### config.mk
export PLATFORM = sky130hd
export DESIGN_NAME = datapath_hblur
export DESIGN_NICKNAME = d
export VERILOG_FILES = /design/src/rtl/datapath_hblur.sv
export SDC_FILE = /design/constraint.sdc
export NUM_CORES = 1
export LEC_CHECK = 0
export BUFFER_PORTS_ARGS = -buffer_cell sky130_fd_sc_hd__buf_2
export CAP_MARGIN = 10
export CORE_ASPECT_RATIO = 1.75
export CORE_UTILIZATION = 53
export CTS_CLUSTER_SIZE = 16
export DETAILED_ROUTE_END_ITERATION = 12
export GPL_ROUTABILITY_DRIVEN = 0
export PLACE_DENSITY = 0.75
export SLEW_MARGIN = 10
export SYNTH_ARGS = -nofsm -noshare
export SYNTH_HDL_FRONTEND = slang
export SYNTH_SLANG_ARGS = --single-unit
### constraint.sdc
create_clock -name i_clk -period 2.95 [get_ports i_clk]
set_input_delay 0.295 -clock i_clk [delete_from_list [all_inputs] [get_ports i_clk]]
set_output_delay 0.295 -clock i_clk [all_outputs]
set_load 0.01 [all_outputs]
### src/rtl/datapath_hblur.sv
// Horizontal 3-tap [1 2 1]/4 blur over a raster row stream, with edge replication
// and a one-cycle flush stall at each row end.
module datapath_hblur #(
    parameter int C_ROW_SIZE = 8
) (
    input  logic       i_clk,
    input  logic       i_rst,
    input  logic [7:0] data_in,
    input  logic       valid_in,
    input  logic       sof_in,
    output logic       busy_out,
    output logic [7:0] data_out,
    output logic       valid_out,
    output logic       sof_out,
    input  logic       busy_in
);

    localparam int CW = (C_ROW_SIZE > 2) ? $clog2(C_ROW_SIZE) : 1;
    localparam logic [CW-1:0] COL_LAST = CW'(C_ROW_SIZE - 1);

    typedef enum logic [1:0] {
        S_IDLE  = 2'd0,
        S_RUN   = 2'd1,
        S_FLUSH = 2'd2
    } state_t;

    state_t        state_q, state_d;
    logic [CW-1:0] col_q, col_d;
    logic [7:0]    left_q, left_d;
    logic [7:0]    cur_q, cur_d;
    logic          row_sof_q, row_sof_d;
    logic [7:0]    data_out_q, data_out_d;
    logic          valid_out_q, valid_out_d;
    logic          sof_out_q, sof_out_d;
    logic          accept_s;

    // 10-bit sum keeps the full range before the truncating divide by four
    function automatic logic [7:0] blur3(input logic [7:0] a, input logic [7:0] b,
                                         input logic [7:0] c);
        logic [9:0] sum;
        sum = {2'b00, a} + {1'b0, b, 1'b0} + {2'b00, c};
        return sum[9:2];
    endfunction

    assign busy_out = busy_in | (state_q == S_FLUSH);
    assign accept_s = valid_in & ~busy_out;

    // Next-state, datapath and output computation; everything holds while downstream stalls
    always_comb begin
        state_d     = state_q;
        col_d       = col_q;
        left_d      = left_q;
        cur_d       = cur_q;
        row_sof_d   = row_sof_q;
        data_out_d  = data_out_q;
        valid_out_d = 1'b0;
        sof_out_d   = 1'b0;
        if (busy_in) begin
            valid_out_d = valid_out_q;
            sof_out_d   = sof_out_q;
        end else begin
            case (state_q)
                S_IDLE: begin
                    if (accept_s) begin
                        left_d    = data_in;
                        cur_d     = data_in;
                        row_sof_d = sof_in;
                        col_d     = CW'(1);
                        state_d   = S_RUN;
                    end else begin
                        state_d = S_IDLE;
                    end
                end
                S_RUN: begin
                    if (accept_s && sof_in) begin
                        // A new frame abandons the partial row and restarts at column 0
                        left_d    = data_in;
                        cur_d     = data_in;
                        row_sof_d = 1'b1;
                        col_d     = CW'(1);
                    end else if (accept_s) begin
                        data_out_d  = blur3(left_q, cur_q, data_in);
                        valid_out_d = 1'b1;
                        sof_out_d   = row_sof_q;
                        row_sof_d   = 1'b0;
                        left_d      = cur_q;
                        cur_d       = data_in;
                        if (col_q == COL_LAST) begin
                            col_d   = '0;
                            state_d = S_FLUSH;
                        end else begin
                            col_d = col_q + CW'(1);
                        end
                    end else begin
                        state_d = S_RUN;
                    end
                end
                S_FLUSH: begin
                    // Right neighbour of the last pixel is the pixel itself
                    data_out_d  = blur3(left_q, cur_q, cur_q);
                    valid_out_d = 1'b1;
                    sof_out_d   = 1'b0;
                    state_d     = S_IDLE;
                end
                default: begin
                    state_d = S_IDLE;
                    col_d   = '0;
                end
            endcase
        end
    end

    // State and output registers
    always_ff @(posedge i_clk or posedge i_rst) begin
        if (i_rst) begin
            state_q     <= S_IDLE;
            col_q       <= '0;
            left_q      <= 8'd0;
            cur_q       <= 8'd0;
            row_sof_q   <= 1'b0;
            data_out_q  <= 8'd0;
            valid_out_q <= 1'b0;
            sof_out_q   <= 1'b0;
        end else begin
            state_q     <= state_d;
            col_q       <= col_d;
            left_q      <= left_d;
            cur_q       <= cur_d;
            row_sof_q   <= row_sof_d;
            data_out_q  <= data_out_d;
            valid_out_q <= valid_out_d;
            sof_out_q   <= sof_out_d;
        end
    end

    assign data_out  = data_out_q;
    assign valid_out = valid_out_q;
    assign sof_out   = sof_out_q;

endmodule

==> metrics.txt <==
outcome=completed; share of post-route cells with drive strength above 1=33.59%; Setup TNS Final=0 ns; Clock Latency Late Sink=~0.28 ns; first drt pass iteration count=4; CTS tree=built; fin nets=roughly 290; register share of total power=20.4%; CP max stage cell=dfrtp_2; area grow syn2layout=21.35%; CTS Sinks=32; maximum clock insertion buffer count=2; f_max=about 340 MHz; Critical Path Sink Type=flop; Internal=2.146 mW; Tcrit/Tclk final=between 90% and 100%; post-synth cell types=46; Worst EP required=slightly above 3 ns; number of I/O port buffers=23; n_diodes=0; Comb power frac=70.3%; Final Util=between 60% and 70%; worst setup path endpoint=data_out[6]; Total Wirelength=4764 um; Slew HR=32.84%; grt ovf=0; clk root buf=clkbuf_8; Antenna Nets Post-Route=0; # IOs=24; worst endpoint data arrival time=between 3 and 4 ns; reg-to-reg startpoint=cur_q[4]; pin count of the biggest net entering global routing=33; Initial Util=a little under three fifths; # DRC=0; Final Skew=0.002151 ns; final setup fails=0; Core Region=3904 sq um; CP max FO=5; Cells after Synth=215; Leak=about 1.2 nW; peak supply drop=1068 uV; Final Hold Vio Count=0; Synth Cell Area=2162 sq um; reg2reg path depth=11; FF-to-FF End=data_out[6]; WP buf/inv=0; H-tree depth=2; number of synthesized flops with an enable pin=0; Sw Pwr=1.592 mW; DIE HEIGHT=86.49 um; sequential-to-total area share from yosys stat=37.04%; cell count along the critical path=11; Main synth FF type=dfrtp_1; Die ar.=4349 sq um; Worst-Margin Slew=~1.0 ns; Mean Syn Cell Area=between 10 and 15 sq um; Clock Pin Slew Worst Setup and Hold Paths=0.06 ns; total power=roughly 3.7 mW; Yosys warnings=0; CP delay by family, top=compound AO/OA/AOI/OAI gates; Hold Crit Class=in2async; Max stage delay on crit path=0.43 ns; antenna violations before repair=0; CP dominant cell by count=a211o_1; Reg2Reg Setup Slack=~0.0096 ns; critical path class=reg2reg; crit path from=cur_q[4]; Final Critical Period=2.940 ns; Async S/R FF share, synth=100.0%; Clk pwr share=between 9 and 10%; Synth Register Bits=32; switch share=42.58%; syn_nets=between 200 and 250; RSZ-0062 raised after global routing=true; vias in the first global route=1764; number of vias per cell=roughly 5.6; row count=30; Max Slew Vio Count=0; Power Dens Cells=1425 nW/um^2; Max-Cap Viols=0; WL/cell=15.52 um; CTS buffer count=5; Die W=50.28 um; DPL Wire Length=around 3300 um; dpl cell area=2404 sq um; Final Cell Area=roughly 2600 sq um; vias=1723; Tot GR Track Use=24.14%; CP Cell Sequence=ha_4 > nand3_1 > o211ai_1 > nor2_1 > xnor2_1 > ha_1 > a211o_1 > or3_4 > o221ai_4 > a2111oi_1 > a211o_1; initial DRC count=34; CP startpoint kind=flop; first-pass GRT wire length=between 7000 and 8000 um
kinds of logic after synthesis:
| logic type | share of synthesized area [%] |
|---|---|
| DFF | 37.04 |
| buffers and inverters | 2.894 |
| and+or+nand+nor | 13.19 |
| xor gates and xnor gates | 3.646 |
| muxes | 13.54 |
| adders and majority gates | 11.92 |
| AOI/OAI and AO/OA | 17.77 |
worst min path at each step:
stage	start	end	slack [ns]	cells past startpoint
finish	i_rst	state_q[0]	0.09	3
floorplan	i_rst	col_q[0]	0.41	1
global route	i_rst	state_q[0]	0.13	3
global placement	i_rst	data_out[0]	0.40	3
CTS	i_rst	data_out[5]	0.09	3
detailed placement	i_rst	state_q[0]	0.40	3
metal layers:
layer  vias to the layer above  GRT usage, %  part of all wire [%]
li1                        871             -                     -
met1                       821         25.98                    39
met2                        22         44.12                    56
met3                         9         3.684                   2.1
met4                         0         12.21                   2.5
met5                         -             0                     0
worst register-to-register path, cell delays in order, from the launching register on:
cell	delay [ns]
dfrtp_2	0.43
ha_4	0.29
nand3_1	0.11
o211ai_1	0.25
nor2_1	0.09
xnor2_1	0.14
ha_1	0.30
a211o_1	0.32
or3_4	0.35
o221ai_4	0.20
a2111oi_1	0.08
a211o_1	0.25
flip-flops by register name (all words and copies together) (netlist names):
signal / count
col_q: 3
cur_q: 8
data_out: 8
left_q: 8
row_sof_q: 1
sof_out: 1
state_q: 2
valid_out: 1
cells in the mapped netlist (2+ instances only):
cell type | instances | area share (%)
dfrtp_1 | 32 | 37
ha_1 | 19 | 11
mux2_2 | 18 | 9.4
o21ai_0 | 18 | 4.2
nand2_1 | 17 | 3.0
nor2_1 | 12 | 2.1
inv_1 | 11 | 1.9
mux2i_1 | 9 | 4.2
a21oi_1 | 8 | 1.9
xnor2_1 | 6 | 2.4
nand3_1 | 5 | 1.2
nor2b_1 | 5 | 1.4
a21o_1 | 3 | 1.0
a22o_1 | 3 | 1.2
clkbuf_1 | 3 | 0.52
nand2b_1 | 3 | 0.87
o211ai_1 | 3 | 1.0
o31a_1 | 3 | 1.2
or2_2 | 3 | 0.87
xor2_1 | 3 | 1.2
a211o_1 | 2 | 0.81
buf_2 | 2 | 0.46
nor3_1 | 2 | 0.46
o2111ai_1 | 2 | 0.81
or3_1 | 2 | 0.58
cell usage in the layout, fill, tap and decap left out, types with 6 or more instances in the layout:
cell type  count
buf_2         23
mux2_2        18
clkbuf_8       6
xnor2_1        6
buf_4         17
a21oi_1        7
mux2i_1        9
ha_1          14
o21ai_0       17
nor2_1        12
nand2_1       17
inv_1         10
dfrtp_1       31
area by class of cell:
| class | instances | area, sq um |
|---|---|---|
| Clock buffer | 8 | 90.09 |
| Timing Repair Buffer | 41 | 262.8 |
| Tap cell | 48 | 60.06 |
| Multi-Input combinational cell | 167 | 1368 |
| Fill cell | 340 | 1280 |
| Sequential cell | 32 | 802.0 |
| Inverter | 11 | 41.29 |
what timing repair did:
| item | CTS | global route |
|---|---|---|
| resized for setup | 6 | 8 |
| setup endpoints to repair | 2 | 2 |
| setup buffers | 3 | 5 |
| pin swaps | 5 | 8 |
| hold buffers | 0 | 0 |
| gates cloned | 0 | 0 |
power groups by stage:
stage | clock (mW) | combinational [mW] | sequential, mW
2_1_floorplan | 0 | 1.62 | 0.756
3_3_place_gp | 0 | 2.20 | 0.749
3_5_place_dp | 0 | 2.24 | 0.755
4_1_cts | 0.355 | 2.37 | 0.759
5_1_grt | 0.371 | 2.90 | 0.787
6_report | 0.344 | 2.63 | 0.764
per-stage QoR:
stage | hold slack (ns) | instances | setup WS, ns
2_1_floorplan | 0.4112 | 215 | 0.1261
3_3_place_gp | 0.3968 | 291 | 0.05528
3_5_place_dp | 0.4006 | 291 | -0.04105
4_1_cts | 0.09369 | 302 | 0.006050
5_1_grt | 0.1316 | 307 | -0.07827
6_report | 0.08656 | 307 | 0.009583
Note: power is estimated with default switching activity, not from simulation.
